### src/rtl/uart_tx_arbiter.sv
// ============================================================================
// uart_tx_arbiter : round-robin, packet-locked AXIS arbiter feeding the UART TX FIFO
// Rev 1.0
// ============================================================================
`default_nettype none

module uart_tx_arbiter #(
  parameter int NUM_SRC    = 4,
  parameter int DATA_WIDTH = 8,
  parameter int MAX_BURST  = 16
) (
  input  logic                          clk_i,
  input  logic                          rst_i,
  input  logic                          flush_i,
  input  logic [NUM_SRC-1:0]            s_tvalid_i,
  input  logic [NUM_SRC*DATA_WIDTH-1:0] s_tdata_i,
  input  logic [NUM_SRC-1:0]            s_tlast_i,
  output logic [NUM_SRC-1:0]            s_tready_o,
  output logic                          m_tvalid_o,
  output logic [DATA_WIDTH-1:0]         m_tdata_o,
  output logic                          m_tlast_o,
  input  logic                          m_tready_i,
  output logic [$clog2(NUM_SRC)-1:0]    grant_o,
  output logic                          busy_o
);

  localparam int GW = $clog2(NUM_SRC);
  localparam int BW = (MAX_BURST > 0) ? $clog2(MAX_BURST + 1) : 1;
  localparam logic [GW-1:0] LAST_SRC   = GW'(NUM_SRC - 1);
  localparam logic [BW-1:0] BURST_LAST = BW'((MAX_BURST > 0) ? MAX_BURST - 1 : 0);
  localparam bit            LIMITED    = (MAX_BURST != 0);

  typedef enum logic [0:0] {
    ST_ARB  = 1'b0,
    ST_XFER = 1'b1
  } state_t;

  state_t          state_q, state_d;
  logic [GW-1:0]   rr_ptr_q, rr_ptr_d;
  logic [GW-1:0]   grant_q, grant_d;
  logic [BW-1:0]   burst_cnt_q, burst_cnt_d;

  logic                  xfer_active;
  logic                  sel_valid;
  logic                  sel_last;
  logic [DATA_WIDTH-1:0] sel_data;
  logic                  burst_hit;
  logic                  beat;
  logic                  end_of_grant;
  logic [GW-1:0]         grant_inc;
  logic [GW-1:0]         cand;
  logic [GW-1:0]         pick_idx;
  logic                  pick_found;

  // Datapath is live only in XFER; flush and reset both block the beat in the same cycle.
  always_comb begin
    xfer_active  = (state_q == ST_XFER) && !flush_i && !rst_i;
    sel_valid    = s_tvalid_i[grant_q];
    sel_last     = s_tlast_i[grant_q];
    sel_data     = s_tdata_i[int'(grant_q)*DATA_WIDTH +: DATA_WIDTH];
    burst_hit    = LIMITED && (burst_cnt_q == BURST_LAST);
    beat         = xfer_active && sel_valid && m_tready_i;
    end_of_grant = beat && (sel_last || burst_hit);
    grant_inc    = (grant_q == LAST_SRC) ? '0 : grant_q + 1'b1;

    m_tvalid_o = xfer_active && sel_valid;
    m_tdata_o  = xfer_active ? sel_data : '0;
    m_tlast_o  = xfer_active && (sel_last || burst_hit);
    s_tready_o = xfer_active ? (NUM_SRC'(m_tready_i) << grant_q) : '0;
  end

  // First requester at or after rr_ptr, wrapping by explicit compare so any NUM_SRC works.
  always_comb begin
    cand       = rr_ptr_q;
    pick_idx   = '0;
    pick_found = 1'b0;
    for (int i = 0; i < NUM_SRC; i++) begin
      if (!pick_found && s_tvalid_i[cand]) begin
        pick_found = 1'b1;
        pick_idx   = cand;
      end
      cand = (cand == LAST_SRC) ? '0 : cand + 1'b1;
    end
  end

  always_comb begin
    state_d     = state_q;
    rr_ptr_d    = rr_ptr_q;
    grant_d     = grant_q;
    burst_cnt_d = burst_cnt_q;
    if (flush_i) begin
      state_d     = ST_ARB;
      burst_cnt_d = '0;
    end else begin
      case (state_q)
        ST_ARB: begin
          if (pick_found) begin
            grant_d     = pick_idx;
            burst_cnt_d = '0;
            state_d     = ST_XFER;
          end
        end
        ST_XFER: begin
          if (beat) begin
            burst_cnt_d = burst_cnt_q + 1'b1;
            if (end_of_grant) begin
              state_d     = ST_ARB;
              rr_ptr_d    = grant_inc;
              burst_cnt_d = '0;
            end
          end
        end
        default: state_d = ST_ARB;
      endcase
    end
  end

  always_ff @(posedge clk_i) begin
    if (rst_i) begin
      state_q     <= ST_ARB;
      rr_ptr_q    <= '0;
      grant_q     <= '0;
      burst_cnt_q <= '0;
    end else begin
      state_q     <= state_d;
      rr_ptr_q    <= rr_ptr_d;
      grant_q     <= grant_d;
      burst_cnt_q <= burst_cnt_d;
    end
  end

  assign busy_o  = (state_q == ST_XFER);
  assign grant_o = grant_q;

endmodule

`default_nettype wire
### config.mk
export PLATFORM = sky130hd
export DESIGN_NAME = uart_tx_arbiter
export DESIGN_NICKNAME = d
export VERILOG_FILES = /design/src/rtl/uart_tx_arbiter.sv
export SDC_FILE = /design/constraint.sdc
export NUM_CORES = 1
export LEC_CHECK = 0
export CAP_MARGIN = 20
export CORE_ASPECT_RATIO = 0.9
export CORE_UTILIZATION = 33
export CTS_CLUSTER_DIAMETER = 80
export CTS_CLUSTER_SIZE = 30
export DETAILED_ROUTE_END_ITERATION = 16
export PLACE_DENSITY = 0.71
export SYNTH_ARGS = -nofsm -noshare
export SYNTH_HDL_FRONTEND = slang
export SYNTH_SLANG_ARGS = --single-unit
### constraint.sdc
create_clock -name clk_i -period 3.5 [get_ports clk_i]
set_input_delay 0.7 -clock clk_i [delete_from_list [all_inputs] [get_ports clk_i]]
set_output_delay 0.7 -clock clk_i [all_outputs]
set_load 0.1 [all_outputs]
==> key figures <==
Synthesis
  – Register area share after synthesis: 0.1491
  – Syn_area_per_cell: approximately 8.6 µm²
  – Synth Register Bits: 10
  – Synth top area cells: dfxtp_1 (15%), mux4_2 (12%), mux4_1 (5.9%), and2_1 (4.7%), mux2i_1 (4.5%)
  – Most frequent cell after synthesis: nand2_1
  – EDFF count, synth: 0
  – Post-synth ARST share: 0
  – Cell Area, Synth: 1343 µm²
  – Synth area leader: dfxtp_1
  – Mapped Cells: ~160
  – Post-Syn Nets: 204
  – Post-synth top cells: nand2_1 (12), and2_1 (10), dfxtp_1 (10)
  – Ys Warns: 0
  – Share of Yosys cell area claimed by the top area cell type: 0.1491
  – Count of cell types in the netlist: 54
  – Synth Flop Type: dfxtp_1

Place
  – Post-detail-place hpwl: a little over 3 mm
  – Buffers on Ports: 60
  – Post-placement setup slack: 470.3 ps
  – Routability cong.: a little under 0.8

Clocking
  – Max clock buf depth: 2
  – Reg clk slew, reported paths: 50 ps
  – Post-CTS Setup Bufs: 0
  – Latest clock arrival within the worst-skew pair: 240 ps
  – TritonCTS Sinks: 10
  – TritonCTS Buffers: 3
  – CTS Hold Bufs: 0
  – CTS resizes: 0
  – H-tree depth: 1
  – CTS tree: done
  – Clk root buf: clkbuf_8

Global route
  – Vias in the first global route: between 1000 and 1500
  – Largest net degree at the start of global routing: 23
  – GRT Total Usage: 0.1814
  – First-pass GRT wire length: 6.382 mm
  – Grt ovf: 0
  – Initial antenna violation count: 0

Timing
  – RSZ-0062 raised after global routing: no
  – Slew @ Worst Pin: around 960 ps
  – Total Negative Setup Slacks: 0 ps
  – Max-slew violations: 0
  – Final clock skew: approximately 6.1 ps
  – Fmax: 328.8 MHz
  – Min Tclk post-route: 3042 ps
  – Final-report hold violation count: 0
  – Setup ws final: 458.4 ps
  – Fin crit share: 0.8690
  – Worst slew margin: 0.3590
  – Hold WS: about 480 ps
  – Final setup violation count: 0

Layout
  – Share of cells above drive strength 1: 0.2075
  – Fin nets: 261
  – Antenna cell count: 0
  – Area delta synth->final: 62.35%

Pwr
  – Worst vdd ir: 0.00009340 V
  – P_sw: 129.9 µW
  – Combinational share of power: 0.380
  – Power Density: 198.8 nW/µm²
  – Internal Pwr Total: 303.5 µW
  – P_leak: 0.0007764 µW
  – Clock power frac: 0.339
  – Sequential power share: 0.281
  – Sw Ratio: 0.2998

Route
  – Detail Route Antenna Nets: 0
  – Initial DRC Count: 69
  – Via density: 5.690
  – Post-route DRC: 0
  – TritonRoute pass-1 iters: 4
  – Vias post-DR: 1468
  – Drt wl/cell: 14.83 µm
  – Detailed Route WL: 3.826 mm

Die
  – Io pins: 61
  – Die height: 62.51 µm
  – Initial Util: 0.3524
  – Chip width: 69.24 µm
  – Core Footprint: 3810 µm²
  – Core Rows: 21
  – Die area: around 4300 µm²

Run status
  – Run status: finished, final reports clean

Flow run
  – Max Cap Violations: 0

Setup path
  – Critical path class: in -> out
  – Req. time, crit path: 2800 ps
  – Worst EP arrival: 2340 ps
  – Critical Path End Type: output pin
  – CP startpoint kind: primary input
  – Crit Path Max Fanout: 14
  – Reg-to-reg critical path startpoint: rr_ptr_q[1]
  – Critical path origin: s_tvalid_i[3]

Min path
  – Min-delay src: burst_cnt_q[1]
  – Worst hold path type: reg -> reg
path summary, 6_finish.rpt:
| check | end | cells after the start | slack (ps) |
|---|---|---|---|
| min | burst_cnt_q[1] | 2 | 480 |
| max | m_tvalid_o | 4 | 460 |
| max reg2reg | grant_o[0] | 6 | 690 |
| min reg2reg | burst_cnt_q[1] | 2 | 480 |
critical path: stages:
cell and delay [ps]:
clkdlybuf4s50_1 650, mux4_2 610, and2_1 210, buf_12 170
stage by stage:
step	area, µm²	std cells	total power (µW)	util
global route	2180	258	453.5	0.5721
CTS	2180	258	437.6	0.5721
detailed placement	2125	254	289.4	0.5576
global placement	2125	254	287.6	0.5576
floorplan	1363	156	211.7	-
finish	2180	258	433.4	0.5721
cell type report:
| type | instances | area (µm²) |
|---|---|---|
| fillers | 362 | 1630 |
| well taps | 46 | 57.56 |
| clock buffers | 4 | 55.05 |
| flip-flops and latches | 10 | 200.2 |
| multi-input cells | 124 | 1056 |
| inverters | 8 | 30.03 |
| repair buffers | 66 | 780.7 |
flip-flops by register name, summed over array words and instances (netlist names):
name         flops
burst_cnt_q      5
rr_ptr_q         2
busy_o           1
grant_o          2
logic make-up (layout without fill, tap and decap cells):
family | count (synthesis) | in the layout | synth area share
flip-flops | 10 | 10 | 0.1491
XOR/XNOR | 1 | 1 | 0.006525
adder cells (fa/ha/maj) | 4 | 4 | 0.03728
AND/OR/NAND/NOR | 65 | 65 | 0.2908
AO/OA/AOI/OAI | 37 | 37 | 0.2078
buffers and inverters | 22 | 78 | 0.07922
multiplexers | 17 | 17 | 0.2293
layout by cell type (no fill, tap or decap), drive strengths merged, types with 8 or more instances in the layout:
| master | count |
|---|---|
| dfxtp | 10 |
| nand2 | 12 |
| clkdlybuf4s50 | 44 |
| inv | 8 |
| and2 | 10 |
| nor2 | 8 |
| mux4 | 10 |
| buf | 22 |
power by group through the flow:
| stage | Clock, µW | Combinational [µW] | Sequential, µW |
|---|---|---|---|
| 2_1_floorplan | 0 | 78.6 | 133 |
| 3_3_place_gp | 0 | 164 | 124 |
| 3_5_place_dp | 0 | 165 | 124 |
| 4_1_cts | 150 | 166 | 122 |
| 5_1_grt | 156 | 175 | 122 |
| 6_report | 147 | 165 | 122 |
per-layer routing:
metal	vias to the layer above	routed length, µm	GRT usage
li1	711	-	-
met5	-	0	0
met4	0	26	0.06122
met1	683	1815	0.2554
met3	3	278	0.03226
met2	71	1704	0.2779
Note: power is estimated with default switching activity, not from simulation.
